`config.mk`:
```
export PLATFORM = sky130hd
export DESIGN_NAME = ex_stage_flat
export DESIGN_NICKNAME = d
export VERILOG_FILES = /design/src/rtl/pipe_pkg.sv /design/src/rtl/ex_stage_if.sv /design/src/rtl/ex_stage_iter_mul.sv /design/src/rtl/ex_stage.sv /design/src/flat_wrapper.sv
export SDC_FILE = /design/constraint.sdc
export NUM_CORES = 1
export LEC_CHECK = 0
export ABC_AREA = 1
export CAP_MARGIN = 20
export CORE_ASPECT_RATIO = 1.1
export CORE_MARGIN = 10
export CORE_UTILIZATION = 53
export DETAILED_ROUTE_END_ITERATION = 12
export DONT_BUFFER_PORTS = 1
export GPL_ROUTABILITY_DRIVEN = 1
export GPL_TIMING_DRIVEN = 0
export PLACE_DENSITY_LB_ADDON = 0.15
export SYNTH_ARGS = -nofsm -noshare
export SYNTH_HDL_FRONTEND = slang
export SYNTH_SLANG_ARGS = --single-unit
```
`constraint.sdc`:
```
create_clock -name clk_i -period 7.1 [get_ports clk_i]
set_clock_uncertainty 0.05 [all_clocks]
set_input_delay 2.13 -clock clk_i [delete_from_list [all_inputs] [get_ports clk_i]]
set_output_delay 2.13 -clock clk_i [all_outputs]
set_load 0.01 [all_outputs]
```
`src/rtl/pipe_pkg.sv`:
```
// rtl/pipe_pkg.sv - shared encodings for the execute stage: ALUOp, funct, forwarding selects, FSM states
package pipe_pkg;

    // ALUOp_i encodings from decode
    localparam logic [1:0] ALUOP_ADD   = 2'b00;
    localparam logic [1:0] ALUOP_SUB   = 2'b01;
    localparam logic [1:0] ALUOP_RTYPE = 2'b10;
    localparam logic [1:0] ALUOP_ITYPE = 2'b11;

    // {funct7,funct3} codes recognised for R-type
    localparam logic [9:0] FUNCT_ADD = 10'b0000000_000;
    localparam logic [9:0] FUNCT_SUB = 10'b0100000_000;
    localparam logic [9:0] FUNCT_AND = 10'b0000000_111;
    localparam logic [9:0] FUNCT_OR  = 10'b0000000_110;
    localparam logic [9:0] FUNCT_MUL = 10'b0000001_000;

    // funct3 codes recognised for I-type
    localparam logic [2:0] F3_AND = 3'b111;
    localparam logic [2:0] F3_OR  = 3'b110;

    // forwarding selects; 2'b11 falls back to register data
    localparam logic [1:0] FWD_REG = 2'b00;
    localparam logic [1:0] FWD_WB  = 2'b01;
    localparam logic [1:0] FWD_MEM = 2'b10;

    typedef enum logic {
        ST_IDLE,
        ST_MUL
    } ex_state_t;

endpackage

```
`src/rtl/ex_stage_if.sv`:
```
// rtl/ex_stage_if.sv - ID/EX inputs, forwarding inputs and EX/MEM outputs of the execute stage
// master: pipeline side driving ID/EX and forwarding, observing EX/MEM and stall
// slave : ex_stage
interface ex_stage_if #(
    parameter int DATA_W  = 32,
    parameter int FUNCT_W = 10,
    parameter int REG_AW  = 5
);
    logic [1:0]         ALUOp_i;
    logic               ALUSrc_i;
    logic               RegWrite_i;
    logic               MemWrite_i;
    logic               MemRead_i;
    logic               Mem2Reg_i;
    logic [DATA_W-1:0]  RSdata_i;
    logic [DATA_W-1:0]  RTdata_i;
    logic [DATA_W-1:0]  imm_i;
    logic [FUNCT_W-1:0] funct_i;
    logic [REG_AW-1:0]  RDaddr_i;
    logic [1:0]         fwdA_i;
    logic [1:0]         fwdB_i;
    logic [DATA_W-1:0]  MEMfwd_i;
    logic [DATA_W-1:0]  WBfwd_i;

    logic               stall_o;
    logic [DATA_W-1:0]  ALUres_o;
    logic [DATA_W-1:0]  STdata_o;
    logic [REG_AW-1:0]  RDaddr_o;
    logic               RegWrite_o;
    logic               MemWrite_o;
    logic               MemRead_o;
    logic               Mem2Reg_o;

    modport master (
        output ALUOp_i, ALUSrc_i, RegWrite_i, MemWrite_i, MemRead_i, Mem2Reg_i,
               RSdata_i, RTdata_i, imm_i, funct_i, RDaddr_i,
               fwdA_i, fwdB_i, MEMfwd_i, WBfwd_i,
        input  stall_o, ALUres_o, STdata_o, RDaddr_o,
               RegWrite_o, MemWrite_o, MemRead_o, Mem2Reg_o
    );

    modport slave (
        input  ALUOp_i, ALUSrc_i, RegWrite_i, MemWrite_i, MemRead_i, Mem2Reg_i,
               RSdata_i, RTdata_i, imm_i, funct_i, RDaddr_i,
               fwdA_i, fwdB_i, MEMfwd_i, WBfwd_i,
        output stall_o, ALUres_o, STdata_o, RDaddr_o,
               RegWrite_o, MemWrite_o, MemRead_o, Mem2Reg_o
    );
endinterface

```
`src/rtl/ex_stage_iter_mul.sv`:
```
// rtl/ex_stage_iter_mul.sv - DATA_W-cycle shift-add multiplier, low DATA_W bits of a*b
// Ports: clk_i, rst_i (async active-low), start (latch a/b), a, b,
//        done (final step this cycle), product (accumulator including this cycle's step)
module iter_mul #(
    parameter int DATA_W = 32
) (
    input  logic              clk_i,
    input  logic              rst_i,
    input  logic              start,
    input  logic [DATA_W-1:0] a,
    input  logic [DATA_W-1:0] b,
    output logic              done,
    output logic [DATA_W-1:0] product
);
    localparam int CW = $clog2(DATA_W);

    logic              busy;
    logic [CW-1:0]     cnt;
    logic [DATA_W-1:0] a_sh;
    logic [DATA_W-1:0] b_sh;
    logic [DATA_W-1:0] acc;
    logic [DATA_W-1:0] acc_next;

    // b_sh[0] is operand bit cnt; a_sh is a << cnt, truncated to the low word
    assign acc_next = b_sh[0] ? acc + a_sh : acc;
    assign done     = busy && (cnt == CW'(DATA_W - 1));
    // exposing the next value lets the last step land in EX/MEM at the same edge
    assign product  = acc_next;

    always_ff @(posedge clk_i or negedge rst_i) begin
        if (!rst_i) begin
            busy <= 1'b0;
            cnt  <= '0;
            a_sh <= '0;
            b_sh <= '0;
            acc  <= '0;
        end else if (start) begin
            busy <= 1'b1;
            cnt  <= '0;
            a_sh <= a;
            b_sh <= b;
            acc  <= '0;
        end else if (busy) begin
            acc  <= acc_next;
            a_sh <= a_sh << 1;
            b_sh <= b_sh >> 1;
            cnt  <= cnt + 1'b1;
            if (done) begin
                busy <= 1'b0;
            end
        end
    end
endmodule

```
`src/rtl/ex_stage.sv`:
```
// rtl/ex_stage.sv - execute stage: forwarding muxes, ALU, iterative MUL with stall, EX/MEM register
// Ports: clk_i, rst_i (async active-low),
//        bus (ex_stage_if.slave): ID/EX controls/operands, forwarding values, EX/MEM outputs, stall_o
module ex_stage
    import pipe_pkg::*;
#(
    parameter int DATA_W  = 32,
    parameter int FUNCT_W = 10,
    parameter int REG_AW  = 5
) (
    input logic       clk_i,
    input logic       rst_i,
    ex_stage_if.slave bus
);
    ex_state_t         state;
    logic [DATA_W-1:0] op_a;
    logic [DATA_W-1:0] b_fwd;
    logic [DATA_W-1:0] op_b;
    logic [DATA_W-1:0] alu_res;
    logic              is_mul;
    logic              mul_start;
    logic              mul_done;
    logic [DATA_W-1:0] mul_product;

    // EX/MEM register; ctrl packs {RegWrite, MemWrite, MemRead, Mem2Reg}
    logic [DATA_W-1:0] res_q;
    logic [DATA_W-1:0] st_q;
    logic [REG_AW-1:0] rd_q;
    logic [3:0]        ctrl_q;

    // instruction fields captured when a MUL starts
    logic [DATA_W-1:0] lat_st;
    logic [REG_AW-1:0] lat_rd;
    logic [3:0]        lat_ctrl;

    always_comb begin
        case (bus.fwdA_i)
            FWD_WB:  op_a = bus.WBfwd_i;
            FWD_MEM: op_a = bus.MEMfwd_i;
            default: op_a = bus.RSdata_i;
        endcase
        case (bus.fwdB_i)
            FWD_WB:  b_fwd = bus.WBfwd_i;
            FWD_MEM: b_fwd = bus.MEMfwd_i;
            default: b_fwd = bus.RTdata_i;
        endcase
    end

    assign op_b   = bus.ALUSrc_i ? bus.imm_i : b_fwd;
    assign is_mul = (bus.ALUOp_i == ALUOP_RTYPE) && (bus.funct_i == FUNCT_W'(FUNCT_MUL));

    always_comb begin
        alu_res = op_a + op_b;
        case (bus.ALUOp_i)
            ALUOP_SUB: alu_res = op_a - op_b;
            ALUOP_RTYPE: begin
                if (bus.funct_i == FUNCT_W'(FUNCT_SUB)) begin
                    alu_res = op_a - op_b;
                end else if (bus.funct_i == FUNCT_W'(FUNCT_AND)) begin
                    alu_res = op_a & op_b;
                end else if (bus.funct_i == FUNCT_W'(FUNCT_OR)) begin
                    alu_res = op_a | op_b;
                end
            end
            ALUOP_ITYPE: begin
                if (bus.funct_i[2:0] == F3_AND) begin
                    alu_res = op_a & op_b;
                end else if (bus.funct_i[2:0] == F3_OR) begin
                    alu_res = op_a | op_b;
                end
            end
            default: ;
        endcase
    end

    assign mul_start = (state == ST_IDLE) && is_mul;

    // Gated by reset so the upstream hold is released the moment a MUL is aborted,
    // even though the MUL instruction may still be sitting in ID/EX.
    assign bus.stall_o = rst_i && (mul_start || ((state == ST_MUL) && !mul_done));

    iter_mul #(
        .DATA_W (DATA_W)
    ) u_mul (
        .clk_i   (clk_i),
        .rst_i   (rst_i),
        .start   (mul_start),
        .a       (op_a),
        .b       (b_fwd),
        .done    (mul_done),
        .product (mul_product)
    );

    always_ff @(posedge clk_i or negedge rst_i) begin
        if (!rst_i) begin
            state    <= ST_IDLE;
            res_q    <= '0;
            st_q     <= '0;
            rd_q     <= '0;
            ctrl_q   <= '0;
            lat_st   <= '0;
            lat_rd   <= '0;
            lat_ctrl <= '0;
        end else if (state == ST_IDLE) begin
            if (is_mul) begin
                state    <= ST_MUL;
                lat_st   <= b_fwd;
                lat_rd   <= bus.RDaddr_i;
                lat_ctrl <= {bus.RegWrite_i, bus.MemWrite_i, bus.MemRead_i, bus.Mem2Reg_i};
                ctrl_q   <= '0;
            end else begin
                res_q  <= alu_res;
                st_q   <= b_fwd;
                rd_q   <= bus.RDaddr_i;
                ctrl_q <= {bus.RegWrite_i, bus.MemWrite_i, bus.MemRead_i, bus.Mem2Reg_i};
            end
        end else begin
            if (mul_done) begin
                state  <= ST_IDLE;
                res_q  <= mul_product;
                st_q   <= lat_st;
                rd_q   <= lat_rd;
                ctrl_q <= lat_ctrl;
            end else begin
                ctrl_q <= '0;
            end
        end
    end

    assign bus.ALUres_o   = res_q;
    assign bus.STdata_o   = st_q;
    assign bus.RDaddr_o   = rd_q;
    assign bus.RegWrite_o = ctrl_q[3];
    assign bus.MemWrite_o = ctrl_q[2];
    assign bus.MemRead_o  = ctrl_q[1];
    assign bus.Mem2Reg_o  = ctrl_q[0];
endmodule
```
`src/flat_wrapper.sv`:
```
// flat-port wrapper written by rule: the top's interface ports become plain ports
module ex_stage_flat import pipe_pkg::*;
#(
    parameter int DATA_W  = 32,
    parameter int FUNCT_W = 10,
    parameter int REG_AW  = 5
)
  (clk_i, rst_i, bus_ALUOp_i, bus_ALUSrc_i, bus_RegWrite_i, bus_MemWrite_i, bus_MemRead_i, bus_Mem2Reg_i, bus_RSdata_i, bus_RTdata_i, bus_imm_i, bus_funct_i, bus_RDaddr_i, bus_fwdA_i, bus_fwdB_i, bus_MEMfwd_i, bus_WBfwd_i, bus_stall_o, bus_ALUres_o, bus_STdata_o, bus_RDaddr_o, bus_RegWrite_o, bus_MemWrite_o, bus_MemRead_o, bus_Mem2Reg_o);
  ex_stage_if #(.DATA_W(DATA_W), .FUNCT_W(FUNCT_W), .REG_AW(REG_AW)) bus_i ();
  input logic clk_i;
  input logic rst_i;
  input wire logic [$bits(bus_i.ALUOp_i)-1:0] bus_ALUOp_i;
  input wire logic [$bits(bus_i.ALUSrc_i)-1:0] bus_ALUSrc_i;
  input wire logic [$bits(bus_i.RegWrite_i)-1:0] bus_RegWrite_i;
  input wire logic [$bits(bus_i.MemWrite_i)-1:0] bus_MemWrite_i;
  input wire logic [$bits(bus_i.MemRead_i)-1:0] bus_MemRead_i;
  input wire logic [$bits(bus_i.Mem2Reg_i)-1:0] bus_Mem2Reg_i;
  input wire logic [$bits(bus_i.RSdata_i)-1:0] bus_RSdata_i;
  input wire logic [$bits(bus_i.RTdata_i)-1:0] bus_RTdata_i;
  input wire logic [$bits(bus_i.imm_i)-1:0] bus_imm_i;
  input wire logic [$bits(bus_i.funct_i)-1:0] bus_funct_i;
  input wire logic [$bits(bus_i.RDaddr_i)-1:0] bus_RDaddr_i;
  input wire logic [$bits(bus_i.fwdA_i)-1:0] bus_fwdA_i;
  input wire logic [$bits(bus_i.fwdB_i)-1:0] bus_fwdB_i;
  input wire logic [$bits(bus_i.MEMfwd_i)-1:0] bus_MEMfwd_i;
  input wire logic [$bits(bus_i.WBfwd_i)-1:0] bus_WBfwd_i;
  output wire logic [$bits(bus_i.stall_o)-1:0] bus_stall_o;
  output wire logic [$bits(bus_i.ALUres_o)-1:0] bus_ALUres_o;
  output wire logic [$bits(bus_i.STdata_o)-1:0] bus_STdata_o;
  output wire logic [$bits(bus_i.RDaddr_o)-1:0] bus_RDaddr_o;
  output wire logic [$bits(bus_i.RegWrite_o)-1:0] bus_RegWrite_o;
  output wire logic [$bits(bus_i.MemWrite_o)-1:0] bus_MemWrite_o;
  output wire logic [$bits(bus_i.MemRead_o)-1:0] bus_MemRead_o;
  output wire logic [$bits(bus_i.Mem2Reg_o)-1:0] bus_Mem2Reg_o;
  assign bus_i.ALUOp_i = bus_ALUOp_i;
  assign bus_i.ALUSrc_i = bus_ALUSrc_i;
  assign bus_i.RegWrite_i = bus_RegWrite_i;
  assign bus_i.MemWrite_i = bus_MemWrite_i;
  assign bus_i.MemRead_i = bus_MemRead_i;
  assign bus_i.Mem2Reg_i = bus_Mem2Reg_i;
  assign bus_i.RSdata_i = bus_RSdata_i;
  assign bus_i.RTdata_i = bus_RTdata_i;
  assign bus_i.imm_i = bus_imm_i;
  assign bus_i.funct_i = bus_funct_i;
  assign bus_i.RDaddr_i = bus_RDaddr_i;
  assign bus_i.fwdA_i = bus_fwdA_i;
  assign bus_i.fwdB_i = bus_fwdB_i;
  assign bus_i.MEMfwd_i = bus_MEMfwd_i;
  assign bus_i.WBfwd_i = bus_WBfwd_i;
  assign bus_stall_o = bus_i.stall_o;
  assign bus_ALUres_o = bus_i.ALUres_o;
  assign bus_STdata_o = bus_i.STdata_o;
  assign bus_RDaddr_o = bus_i.RDaddr_o;
  assign bus_RegWrite_o = bus_i.RegWrite_o;
  assign bus_MemWrite_o = bus_i.MemWrite_o;
  assign bus_MemRead_o = bus_i.MemRead_o;
  assign bus_Mem2Reg_o = bus_i.Mem2Reg_o;
  ex_stage #(.DATA_W(DATA_W), .FUNCT_W(FUNCT_W), .REG_AW(REG_AW)) u_core (.clk_i(clk_i), .rst_i(rst_i), .bus(bus_i));
endmodule
```
# Word level (Yosys, flattened, before mapping)
# Index checks and enable logic that the tools add are counted.
[word_totals]
regBits = 217
out_inout_bits = 74
[op_classes]
n_addsub = 4
n_eq_ne = 16
mux = 35
n_bitwise = 3
n_reduce_logical = 10
[op_table]
columns = ["cell", "count"]
rows = [
  ["$mux W32", 19],
  ["$pmux W32 S2", 2],
  ["$pmux W32 S3", 1],
  ["$add A32 B32 Y32", 2],
  ["$and A32 B32 Y32", 1],
  ["$or A32 B32 Y32", 1],
  ["$sub A32 B32 Y32", 1],
  ["$mux W5", 5],
  ["$eq A10 B3 Y1 const B", 2],
  ["$mux W4", 3],
  ["$eq A10 B4 Y1 const B", 1],
  ["$eq A10 B9 Y1 const B", 1],
  ["$eq A2 B2 Y1 const B", 4],
  ["$eq A2 B1 Y1 const B", 3],
  ["$eq A3 B3 Y1 const B", 2],
  ["$add A5 B1 Y5 const B", 1],
  ["$eq A5 B5 Y1 const B", 1],
  ["$logic_and A1 B1 Y1", 5],
  ["$mux W1", 5],
  ["$reduce_and A2 Y1", 2],
  ["$ne A2 B1 Y1 const B", 1],
  ["$ne A2 B2 Y1 const B", 1],
  ["$reduce_bool A2 Y1", 1],
  ["$logic_not A1 Y1", 1],
  ["2 further kinds", 2],
]

# Depth between registers and ports, before layout
[logic_depth]
depth_word = 10
ltp_mapped = 32
depth_no_buf = 29

# By module
# From an unflattened synthesis, not the netlist that was laid out.
[unflattened]
cells_unflattened = 3307
hier_area_um2 = 20702.4
[by_module_without_submodules]
columns = ["mod", "instances", "cells_each", "area_per_inst_um2"]
rows = [
  ["ex_stage", 1, 2262, 13645.6],
  ["iter_mul", 1, 1045, 7056.8],
]

# Worst setup path after synthesis
# Ideal clock, no wire load.
[synth_timing]
path_kind = "input port to flip-flop"
start = "input bus_fwdB_i[0]"
end = "register u_core.res_q[16] (netlist: u_core.bus.ALUres_o[16])"
setup_time_ps = 117
arrival_time_ps = 5505
required_time_ps = 6933
slack_ps = 1428
cell_stages = 31
cell_sequence = "inv_1 ha_1 clkbuf_1 inv_1 clkbuf_1 clkbuf_1 nand2_1 o21ai_0 inv_1 nand2_1 o21ai_0 inv_1 ha_1 inv_1 fa_1 inv_1 nand3_1 nand2_1 nand3_1 nand3_1 nand2_1 nand2_1 nand2_1 nand3_1 nand2_1 nand2_1 nand2_1 nor2_1 nand3_1 nand3_1 nand2_1"
[synth_between]
elab_chain_len = 10
elab_cells_between_ends = 16
[synth_rtl]
columns = ["item", "line", "rtl"]
rows = [
  ["start: declaration", "flat_wrapper.sv:24", "input wire logic [$bits(bus_i.fwdB_i)-1:0] bus_fwdB_i;"],
  ["$eq A2 B2 Y1 / $eq A2 B1 Y1 (equally long branches)", "ex_stage.sv:42", "case (bus.fwdB_i)"],
  ["$pmux W32 S2 (*)", "ex_stage.sv:42", ""],
  ["$mux W32 (*)", "ex_stage.sv:49", "assign op_b = bus.ALUSrc_i ? bus.imm_i : b_fwd;"],
  ["$add A32 B32 Y32 / $or A32 B32 Y32 (equally long branches)", "ex_stage.sv:53, ex_stage.sv:62, ex_stage.sv:69", ""],
  ["$mux W32", "ex_stage.sv:61", "end else if (bus.funct_i == FUNCT_W'(FUNCT_OR)) begin"],
  ["$mux W32", "ex_stage.sv:59", "end else if (bus.funct_i == FUNCT_W'(FUNCT_AND)) begin"],
  ["$mux W32", "ex_stage.sv:57", "if (bus.funct_i == FUNCT_W'(FUNCT_SUB)) begin"],
  ["$pmux W32 S3 (*)", "ex_stage.sv:54", "case (bus.ALUOp_i)"],
  ["$mux W32 (*)", "ex_stage.sv:105", "if (is_mul) begin"],
  ["$mux W32 (*)", "ex_stage.sv:104", "end else if (state == ST_IDLE) begin"],
  ["end signal: assignment", "ex_stage.sv:112", "res_q <= alu_res;"],
  ["end signal: assignment", "ex_stage.sv:120", "res_q <= mul_product;"],
  ["end: declaration", "ex_stage.sv:26", "logic [DATA_W-1:0] res_q;"],
]
# Every way passes the cells marked *; elsewhere a longest branch is shown, timed or not. The select of a mux whose other input is x is not followed.
# A chain may end at the register's enable or synchronous reset.

# Worst setup path in the final report
[layout_timing]
start = "input bus_fwdB_i[0]"
end = "register u_core.res_q[22] (netlist: u_core.bus.ALUres_o[22])"
# The elaborated chain is that of the path after synthesis.

==> flow_summary.json <==
{
  "outcome": "completed",
  "cts_tree": "done",
  "cts-hold-fix-buffers": 0,
  "yosysTopAreaCell": "dfrtp_1",
  "final_cell_mix": "nand2_1, inv_1, o21ai_0",
  "cts_htree_levels": 1,
  "powerDensity_nw_per_um2": 266,
  "cts_root_buf": "clkbuf_16",
  "clk_pin_slew_worst_paths_ns": 0.07,
  "cap_violations": 0,
  "max-vdd-ir-drop_mv": 0.218,
  "crit_type": "in2reg",
  "worst_slew_pin_slew_ns": 1.39,
  "yosysTopAreaCellShare_pct": 26.9,
  "dr.pass1.iters": 9,
  "hpwlAfterDp_microns": 82800,
  "ys_ff_latch": 217,
  "grt_max_degree": 219,
  "critPathSlowestCell": "fa_1",
  "clock_latency_ns": 0.57,
  "route.detailed.drc": 0,
  "gp_congestion": 1.11,
  "clock_tree.buffer_depth": 3,
  "cts_num_sinks": 217,
  "syn_avg_cell_area_sq_um": 6.33,
  "cp_common_cell": "inv_1",
  "p_leak_nw": 11.1,
  "ctsResizeCount": 0,
  "initial_core_util_pct": 54.0,
  "io_pins": 262,
  "total_power_w": 0.00578,
  "layout.cells.most_common": "nand2_1",
  "syn_nets": 3505,
  "layout-drive-gt1-share_pct": 4.10,
  "use_met1_pct": 48.7,
  "grt_pass1_wl_microns": 145000,
  "wire_per_inst_microns": 27.2,
  "die_w_microns": 206,
  "postLayoutCellArea_sq_um": 21700,
  "max_stage_delay_ns": 0.50,
  "finalMaxSlewViolations": 0,
  "dr.first_iter.drc_count": 3366,
  "port_buffers": 0,
  "async_reset_ff_share_pct": 100,
  "final_util_pct": 58.2,
  "areaGrowthSynthToFinish_pct": 7.86,
  "placed_cell_area_sq_um": 20900,
  "routed_via_density": 6.41,
  "nets": 3553,
  "grt_usage_pct": 42.4,
  "die-area_sq_um": 46200,
  "yosys-top-cells-area": "dfrtp_1, nand2_1, o21ai_0",
  "hold_viol": 0,
  "synth-edff-count": 0,
  "cp_max_fo": 10,
  "cts-buffers-inserted": 24,
  "routed_wl_microns": 102000,
  "rsz0062_at_grt": "no",
  "core_region_area_sq_um": 37300,
  "grt_pass1_vias": 22465,
  "cp-start-kind": "input port",
  "fin_crit_sh_pct": 97.0,
  "critical_path_arrival_ns": 7.29,
  "grt_use_met2_pct": 64.0,
  "grtUsageMet3_pct": 14.7,
  "ant_nets": 0,
  "synth_cell_types": 56,
  "critPathRequiredTime_ns": 7.51,
  "synth-main-ff-cell": "dfrtp_1",
  "grt-busiest-layer": "met2",
  "grt-ovfl-total": 0,
  "antenna_found_initial": 12,
  "setup_viol": 0,
  "cp-end-kind": "register",
  "yosys_warnings": 0,
  "fmax_mhz": 145,
  "syn_area_sq_um": 20100,
  "yosysSeqAreaShare_pct": 26.9,
  "synth_cells": 3181,
  "num_rows": 74,
  "die_y_microns": 225,
  "slew_headroom_pct": 6.54,
  "fin_crit_ns": 6.88,
  "num_vias": 24047,
  "hp-class": "reg2reg",
  "post_cts_buffers": 0
}
-- where the power goes --
group	internal (W)	switching (W)
Sequential	0.00147	0.000246
Clock	0.000676	0.000568
Combinational	0.000803	0.00202
-- registers in the layout, summed over array words and instances (netlist names), 4 cells and up --
signal               flops
u_core.bus.ALUres_o     32
u_core.bus.RDaddr_o      5
u_core.u_mul.acc        32
u_core.ctrl_q            4
u_core.u_mul.cnt         5
u_core.u_mul.a_sh       32
u_core.lat_rd            5
u_core.lat_st           32
u_core.bus.STdata_o     32
u_core.lat_ctrl          4
u_core.u_mul.b_sh       32
-- critical path: cells and delay by family --
family	cells	cell delay, ns
AOI/OAI and AO/OA	5	1.09
adders and majority gates	3	1.08
buffers and inverters	10	1.62
and+or+nand+nor	10	1.36
-- through the flow --
stage | std cells | setup WS, ns | hold slack, ns | setup TNS (ns)
after floorplan | 3181 | 1.43 | 0.392 | 0
after global placement | 3675 | -0.386 | 0.403 | -2.69
after detailed placement | 3692 | -0.453 | 0.409 | -2.36
after CTS | 3735 | 0.0317 | 0.425 | 0
after global routing | 3752 | 0.0239 | 0.450 | 0
final | 3753 | 0.217 | 0.428 | 0
-- final cells by class --
cell class / count / area [sq um]
Fill cell: 3681 / 15600
Multi-Input combinational cell: 2381 / 12500
Sequential cell: 217 / 5430
Inverter: 436 / 1640
Clock buffer: 33 / 674
Tap cell: 494 / 618
Buffer: 147 / 616
Timing Repair Buffer: 22 / 156
Clock inverter: 10 / 95.1
Antenna cell: 13 / 32.5
-- cells in the mapped netlist (all sizes together) (12+ instances only) --
cell and n:
nand2 926, inv 433, o21ai 349, nor2 277
dfrtp 217, a21oi 179, nand3 167, ha 133
clkbuf 103, a221o 54, buf 44, o221ai 35
a31oi 32, nand4 30, o22ai 25, nor3 20
xor2 18, o211ai 17, o21bai 17, o21a 15
a22o 13, xnor2 12
-- routing by layer --
layer  vias up  share of wire (%)
met4         0                9.1
met1     11127                 34
met2      1894                 43
met3       442                 14
li1      10584                  -
met5         -                  0
-- final timing paths --
path	start	end	slack (ns)	cells past startpoint
worst max-delay path	bus_fwdB_i[0]	u_core.bus.ALUres_o[22]	0.22	28
worst min-delay path	u_core.lat_rd[3]	u_core.lat_rd[3]	0.43	2
worst max register to register	u_core.state	u_core.bus.ALUres_o[31]	3.65	6
worst min register to register	u_core.lat_rd[3]	u_core.lat_rd[3]	0.43	2
max in group asynchronous	rst_i	u_core.bus.STdata_o[22]	5.14	0
min in group asynchronous	rst_i	u_core.u_mul.acc[1]	1.20	0
-- logic make-up after synthesis --
group	synth area share (%)
AO/OA/AOI/OAI	22.7
AND/OR/NAND/NOR	29.1
XOR/XNOR	1.34
multiplexers	0.0994
adder cells (fa/ha/maj)	8.56
buffers and inverters	11.2
flip-flops	26.9
Power figures use the tool's default switching activity.
